===== src/rtl/reload_counter_monitor.sv =====
// Passive observer of a self-reloading up-counter: reconstructs loads, flags wraps,
// tracks the active reload value and measures the wrap period.
module reload_counter_monitor #(
   parameter int WIDTH        = 4,
   parameter int RESET_RELOAD = 0
) (
   input  logic             clk,
   input  logic             reset,
   input  logic             en_i,
   input  logic [WIDTH-1:0] count_i,
   output logic             load_det_o,
   output logic             wrap_o,
   output logic [WIDTH-1:0] reload_val_o,
   output logic [WIDTH:0]   period_o,
   output logic             period_vld_o,
   output logic             locked_o
);

   typedef enum logic [0:0] {
      IDLE  = 1'b0,
      TRACK = 1'b1
   } state_t;

   localparam logic [WIDTH-1:0] MAX_C       = {WIDTH{1'b1}};
   localparam logic [WIDTH-1:0] ONE_W       = {{(WIDTH-1){1'b0}}, 1'b1};
   localparam logic [WIDTH:0]   CNT_ONE     = {{WIDTH{1'b0}}, 1'b1};
   localparam logic [WIDTH:0]   CNT_MAX     = {(WIDTH+1){1'b1}};
   localparam logic [WIDTH-1:0] RELOAD_INIT = WIDTH'(RESET_RELOAD);

   state_t           state_r, state_s;
   logic [WIDTH-1:0] prev_r, prev_s;
   logic [WIDTH:0]   cnt_r, cnt_s;
   logic             known_r, known_s;
   logic [WIDTH-1:0] reload_r, reload_s;
   logic [WIDTH:0]   period_r, period_s;
   logic             load_det_r, load_det_s;
   logic             wrap_r, wrap_s;
   logic             period_vld_r, period_vld_s;
   logic             locked_r;
   logic [WIDTH-1:0] expected_s;

   // Next-state and next-output computation for one observed sample.
   always_comb begin
      state_s      = state_r;
      prev_s       = prev_r;
      cnt_s        = cnt_r;
      known_s      = known_r;
      reload_s     = reload_r;
      period_s     = period_r;
      load_det_s   = 1'b0;
      wrap_s       = 1'b0;
      period_vld_s = 1'b0;
      expected_s   = (prev_r == MAX_C) ? reload_r : (prev_r + ONE_W);
      case (state_r)
         IDLE: begin
            if (en_i) begin
               prev_s  = count_i;
               cnt_s   = CNT_ONE;
               known_s = 1'b0;
               state_s = TRACK;
            end else begin
               state_s = IDLE;
            end
         end
         TRACK: begin
            if (!en_i) begin
               state_s = IDLE;
            end else begin
               prev_s = count_i;
               // A wrap matches the expected value, so it can never also look like a load.
               if ((prev_r == MAX_C) && (count_i == reload_r)) begin
                  wrap_s       = 1'b1;
                  period_s     = cnt_r;
                  period_vld_s = known_r;
                  cnt_s        = CNT_ONE;
                  known_s      = 1'b1;
               end else if (count_i != expected_s) begin
                  load_det_s = 1'b1;
                  reload_s   = count_i;
                  cnt_s      = CNT_ONE;
                  known_s    = 1'b1;
               end else if (cnt_r != CNT_MAX) begin
                  cnt_s = cnt_r + CNT_ONE;
               end else begin
                  cnt_s = cnt_r;
               end
            end
         end
         default: begin
            state_s = IDLE;
         end
      endcase
   end

   // State and registered-output update with asynchronous active-low reset.
   always_ff @(posedge clk or negedge reset) begin
      if (!reset) begin
         state_r      <= IDLE;
         prev_r       <= {WIDTH{1'b0}};
         cnt_r        <= {(WIDTH+1){1'b0}};
         known_r      <= 1'b0;
         reload_r     <= RELOAD_INIT;
         period_r     <= {(WIDTH+1){1'b0}};
         load_det_r   <= 1'b0;
         wrap_r       <= 1'b0;
         period_vld_r <= 1'b0;
         locked_r     <= 1'b0;
      end else begin
         state_r      <= state_s;
         prev_r       <= prev_s;
         cnt_r        <= cnt_s;
         known_r      <= known_s;
         reload_r     <= reload_s;
         period_r     <= period_s;
         load_det_r   <= load_det_s;
         wrap_r       <= wrap_s;
         period_vld_r <= period_vld_s;
         locked_r     <= (state_s == TRACK);
      end
   end

   assign load_det_o   = load_det_r;
   assign wrap_o       = wrap_r;
   assign reload_val_o = reload_r;
   assign period_o     = period_r;
   assign period_vld_o = period_vld_r;
   assign locked_o     = locked_r;

endmodule


===== config.mk =====
export PLATFORM = sky130hd
export DESIGN_NAME = reload_counter_monitor
export DESIGN_NICKNAME = d
export VERILOG_FILES = /design/src/rtl/reload_counter_monitor.sv
export SDC_FILE = /design/constraint.sdc
export NUM_CORES = 1
export LEC_CHECK = 0
export ABC_AREA = 1
export ABC_CLOCK_PERIOD_IN_PS = 2190
export BUFFER_PORTS_ARGS = -buffer_cell sky130_fd_sc_hd__buf_2
export CORE_MARGIN = 5
export CORE_UTILIZATION = 45
export CTS_CLUSTER_DIAMETER = 80
export CTS_CLUSTER_SIZE = 14
export DETAILED_ROUTE_END_ITERATION = 12
export PLACE_DENSITY_LB_ADDON = 0.2
export SLEW_MARGIN = 20
export SYNTH_ARGS = -nofsm -noshare
export SYNTH_HDL_FRONTEND = slang
export SYNTH_SLANG_ARGS = --single-unit

===== constraint.sdc =====
create_clock -name clk -period 2.19 [get_ports clk]
set_clock_uncertainty 0.15 [all_clocks]
set_input_delay 0.219 -clock clk [delete_from_list [all_inputs] [get_ports clk]]
set_output_delay 0.219 -clock clk [all_outputs]
set_load 0.02 [all_outputs]

==> flow_metrics.py <==
metrics = {
    "status": {
        "status": "finished, final reports clean",
    },
    "sta": {
        "setup_viol": 0,
        "relSlewSlack_pct": 66.7,
        "worst_pin_slew_ns": 0.500,
        "fin_crit_ns": 1.96,
        "hold_viol": 0,
        "fmax_ghz": 0.511,
        "min_period_over_period_pct": 89.4,
        "drv_slew": 0,
        "setup_tns_ns": 0,
        "rsz0062_at_grt": "no",
    },
    "worst_setup_path": {
        "cp_slowest_cell": "dfrtp_1",
        "worstPathCellList": "ha_1 > nand2_2 > nor2_4 > nand2_2 > nand2_1 > nand2_1 > nand2_2 > nand2_1 > nor2_2 > nand2_2 > nand2_4 > nand3_1 > nand2_1",
        "worstSetupStartpointType": "flop",
        "cp_num_buf_inv": 0,
        "path_max_fanout": 7,
        "cp-end-kind": "flop",
        "cp.arrival_ns": 2.06,
        "path_class": "flop to flop",
        "path_delay_family": "simple AND/OR/NAND/NOR gates",
        "cpPeakStageDelay_ns": 0.45,
        "critPathRequiredTime_ns": 2.30,
    },
    "layout": {
        "seqCellArea_um2": 576,
        "final_nets": 192,
        "layout-drive-gt1-share_pct": 21.0,
        "fillers": 258,
        "syn2layout_area_growth_pct": 12.6,
        "fin_cells": 212,
        "antenna_cells": 0,
        "multiInputGateArea_um2": 582,
    },
    "detailed_routing": {
        "ant_nets": 0,
        "wl_per_cell_um": 11.4,
        "firstDrtPassIters": 4,
        "num_vias": 1044,
        "postRouteWirelength_mm": 2.42,
        "drt_iter0_drc": 36,
        "drc": 0,
        "routed_via_density": 4.92,
    },
    "min_path": {
        "worst_hold_path_type": "primary input to flop",
    },
    "synth": {
        "yosysUniqueCellTypes": 25,
        "syn_area_per_cell_um2": 7.99,
        "syn-instance-count": 158,
        "ys_seq_area_share_pct": 45.6,
        "synth-seq-cells": 23,
        "synthesis.nets": 168,
        "yosysWarnings": 0,
        "netlist_area_mm2": 0.00126,
    },
    "clock_network": {
        "cts_resized": 0,
        "numCtsBuffers": 3,
        "cts.sinks": 23,
        "clkTransAtPathRegs_ns": 0.13,
        "htreeDepth": 1,
        "root_buffer": "clkbuf_4",
        "cts_buffer_depth": 2,
        "clk_latency_ns": 0.31,
        "postCtsSetupBuffers": 0,
        "cts_tree": "built",
    },
    "pwr": {
        "power_density_mw_per_mm2": 620,
        "intPower_mw": 0.594,
        "p_switching_mw": 0.286,
        "p_comb_share_pct": 22.0,
        "swShare_pct": 32.5,
        "leakagePower_nw": 0.767,
        "ir_worst_vdd_v": 0.000404,
        "p_clk_share_pct": 22.3,
        "seqPwrFrac_pct": 55.7,
    },
    "grt": {
        "grt_usage_pct": 13.2,
        "grt_max_degree": 24,
        "grt_remaining_overflow": 0,
        "antenna_found_initial": 0,
        "grt_pass1_vias": 978,
        "grt_pass1_wl_mm": 4.31,
    },
    "placed_design": {
        "port_buffers": 19,
        "routabilityCongestion": 0.805,
        "place_inst": 206,
        "hpwl_mm": 1.86,
    },
    "run": {
        "maxCapViolations": 0,
    },
    "die": {
        "die_area_mm2": 0.00396,
        "die_x_um": 63.0,
        "die_h_um": 63.0,
        "coreArea_mm2": 0.00273,
        "start_util_pct": 46.2,
        "num_rows": 19,
        "ioPinCount": 20,
    },
}
## synthesized netlist by cell type
| master | n | area [um^2] |
|---|---|---|
| dfrtp_1 | 23 | 576 |
| ha_1 | 3 | 37.5 |
| and2_1 | 1 | 6.26 |
| inv_2 | 1 | 3.75 |
| nor3_2 | 1 | 10.0 |
| nor2_2 | 1 | 6.26 |
| o21ai_0 | 9 | 45.0 |
| o21ai_1 | 4 | 20.0 |
| a21oi_1 | 2 | 10.0 |
| buf_2 | 1 | 5.00 |
| xor2_1 | 2 | 17.5 |
| nand3_2 | 2 | 20.0 |
| xnor2_1 | 2 | 17.5 |
| clkbuf_8 | 1 | 13.8 |
| or2_4 | 1 | 8.76 |
| inv_1 | 19 | 71.3 |
| o22ai_1 | 1 | 6.26 |
| nand3_1 | 18 | 90.1 |
| nor2_1 | 7 | 26.3 |
| nand2_1 | 47 | 176 |
| nor2_4 | 2 | 22.5 |
| nand2_4 | 1 | 11.3 |
| nand2_2 | 5 | 31.3 |
| buf_6 | 1 | 11.3 |
| nand4_1 | 3 | 18.8 |
## timing repair
action	in CTS	in global routing
setup endpoints to repair	0	0
endpoints found under the hold margin	24	0
hold buffers	2	0
## per-layer routing
metal / GRT usage [%] / vias up / wire, um
li1: - / 553 / -
met1: 19.4 / 463 / 1210
met2: 19.4 / 23 / 1070
met3: 2.52 / 5 / 110
met4: 3.98 / 0 / 29
met5: 0 / - / 0
## worst paths after layout
path,endpoint,cells past startpoint,startpoint,slack (ns)
worst max-delay path,cnt_r[2],13,prev_r[0],0.23
worst min-delay path,prev_r[0],3,count_i[0],0.01
worst max register to register,cnt_r[2],13,prev_r[0],0.23
worst min register to register,period_vld_o,1,known_r,0.36
max in group asynchronous,cnt_r[3],2,reset,1.31
min in group asynchronous,prev_r[0],2,reset,0.24
## cells in the final DEF (no fill, tap or decap), drive strengths merged
cell type,Yosys,routed
and2,1,1
ha,3,3
xor2,2,2
o21ai,13,13
dlygate4sd3,0,2
clkbuf,1,3
clkinv,0,1
nand4,3,3
nor2,10,10
buf,2,20
a21oi,2,2
o22ai,1,1
xnor2,2,2
nor3,1,1
inv,20,20
dfrtp,23,23
or2,1,1
nand3,20,20
nand2,53,53
## metrics by stage
stage	setup slack, ns	util, %	power, mW	hold slack [ns]	area [um^2]
finish	0.233	52.0	0.881	0.0117	1420
global route	0.00608	52.0	0.933	0.0404	1420
CTS	0.229	52.0	0.889	0.00551	1420
detailed placement	0.274	50.3	0.692	0.0694	1370
global placement	0.303	50.3	0.687	0.0661	1370
floorplan	0.446	-	0.633	-0.227	1260
## kinds of logic (layout without fill, tap and decap cells)
group | after synthesis | in the layout | synth area share (%)
AO/OA/AOI/OAI | 16 | 16 | 6.44
adder cells (fa/ha/maj) | 3 | 3 | 2.97
flip-flops | 23 | 23 | 45.6
AND/OR/NAND/NOR | 89 | 89 | 33.9
XOR/XNOR | 4 | 4 | 2.78
buffers and inverters | 23 | 46 | 8.32
## worst min-delay path: cells and delay by family
family | cells | cell delay [ns]
buffers and inverters | 1 | 0.11
AO/OA/AOI/OAI | 1 | 0.06
AND/OR/NAND/NOR | 1 | 0.05
## power by group through the flow
stage / Sequential [mW] / Clock [mW] / Combinational, mW
after floorplan: 0.514 / 0 / 0.118
after global placement: 0.496 / 0 / 0.191
after detailed placement: 0.498 / 0 / 0.193
after CTS: 0.490 / 0.202 / 0.197
after global routing: 0.496 / 0.216 / 0.220
final: 0.491 / 0.196 / 0.194
## layout make-up
class                      instances  share of cell area, %
timing repair buffer              22                   8.63
multi-input combinational        112                   40.9
clock inverter                     1                  0.352
sequential                        23                   40.5
inverter                          20                   5.28
tap                               31                   2.73
clock buffer                       3                   1.58
## registers in the layout (all words and copies together) (netlist names)
signal,flops
cnt_r,5
known_r,1
load_det_o,1
locked_o,1
period_o,5
period_vld_o,1
prev_r,4
reload_val_o,4
wrap_o,1
Power figures use the tool's default switching activity.
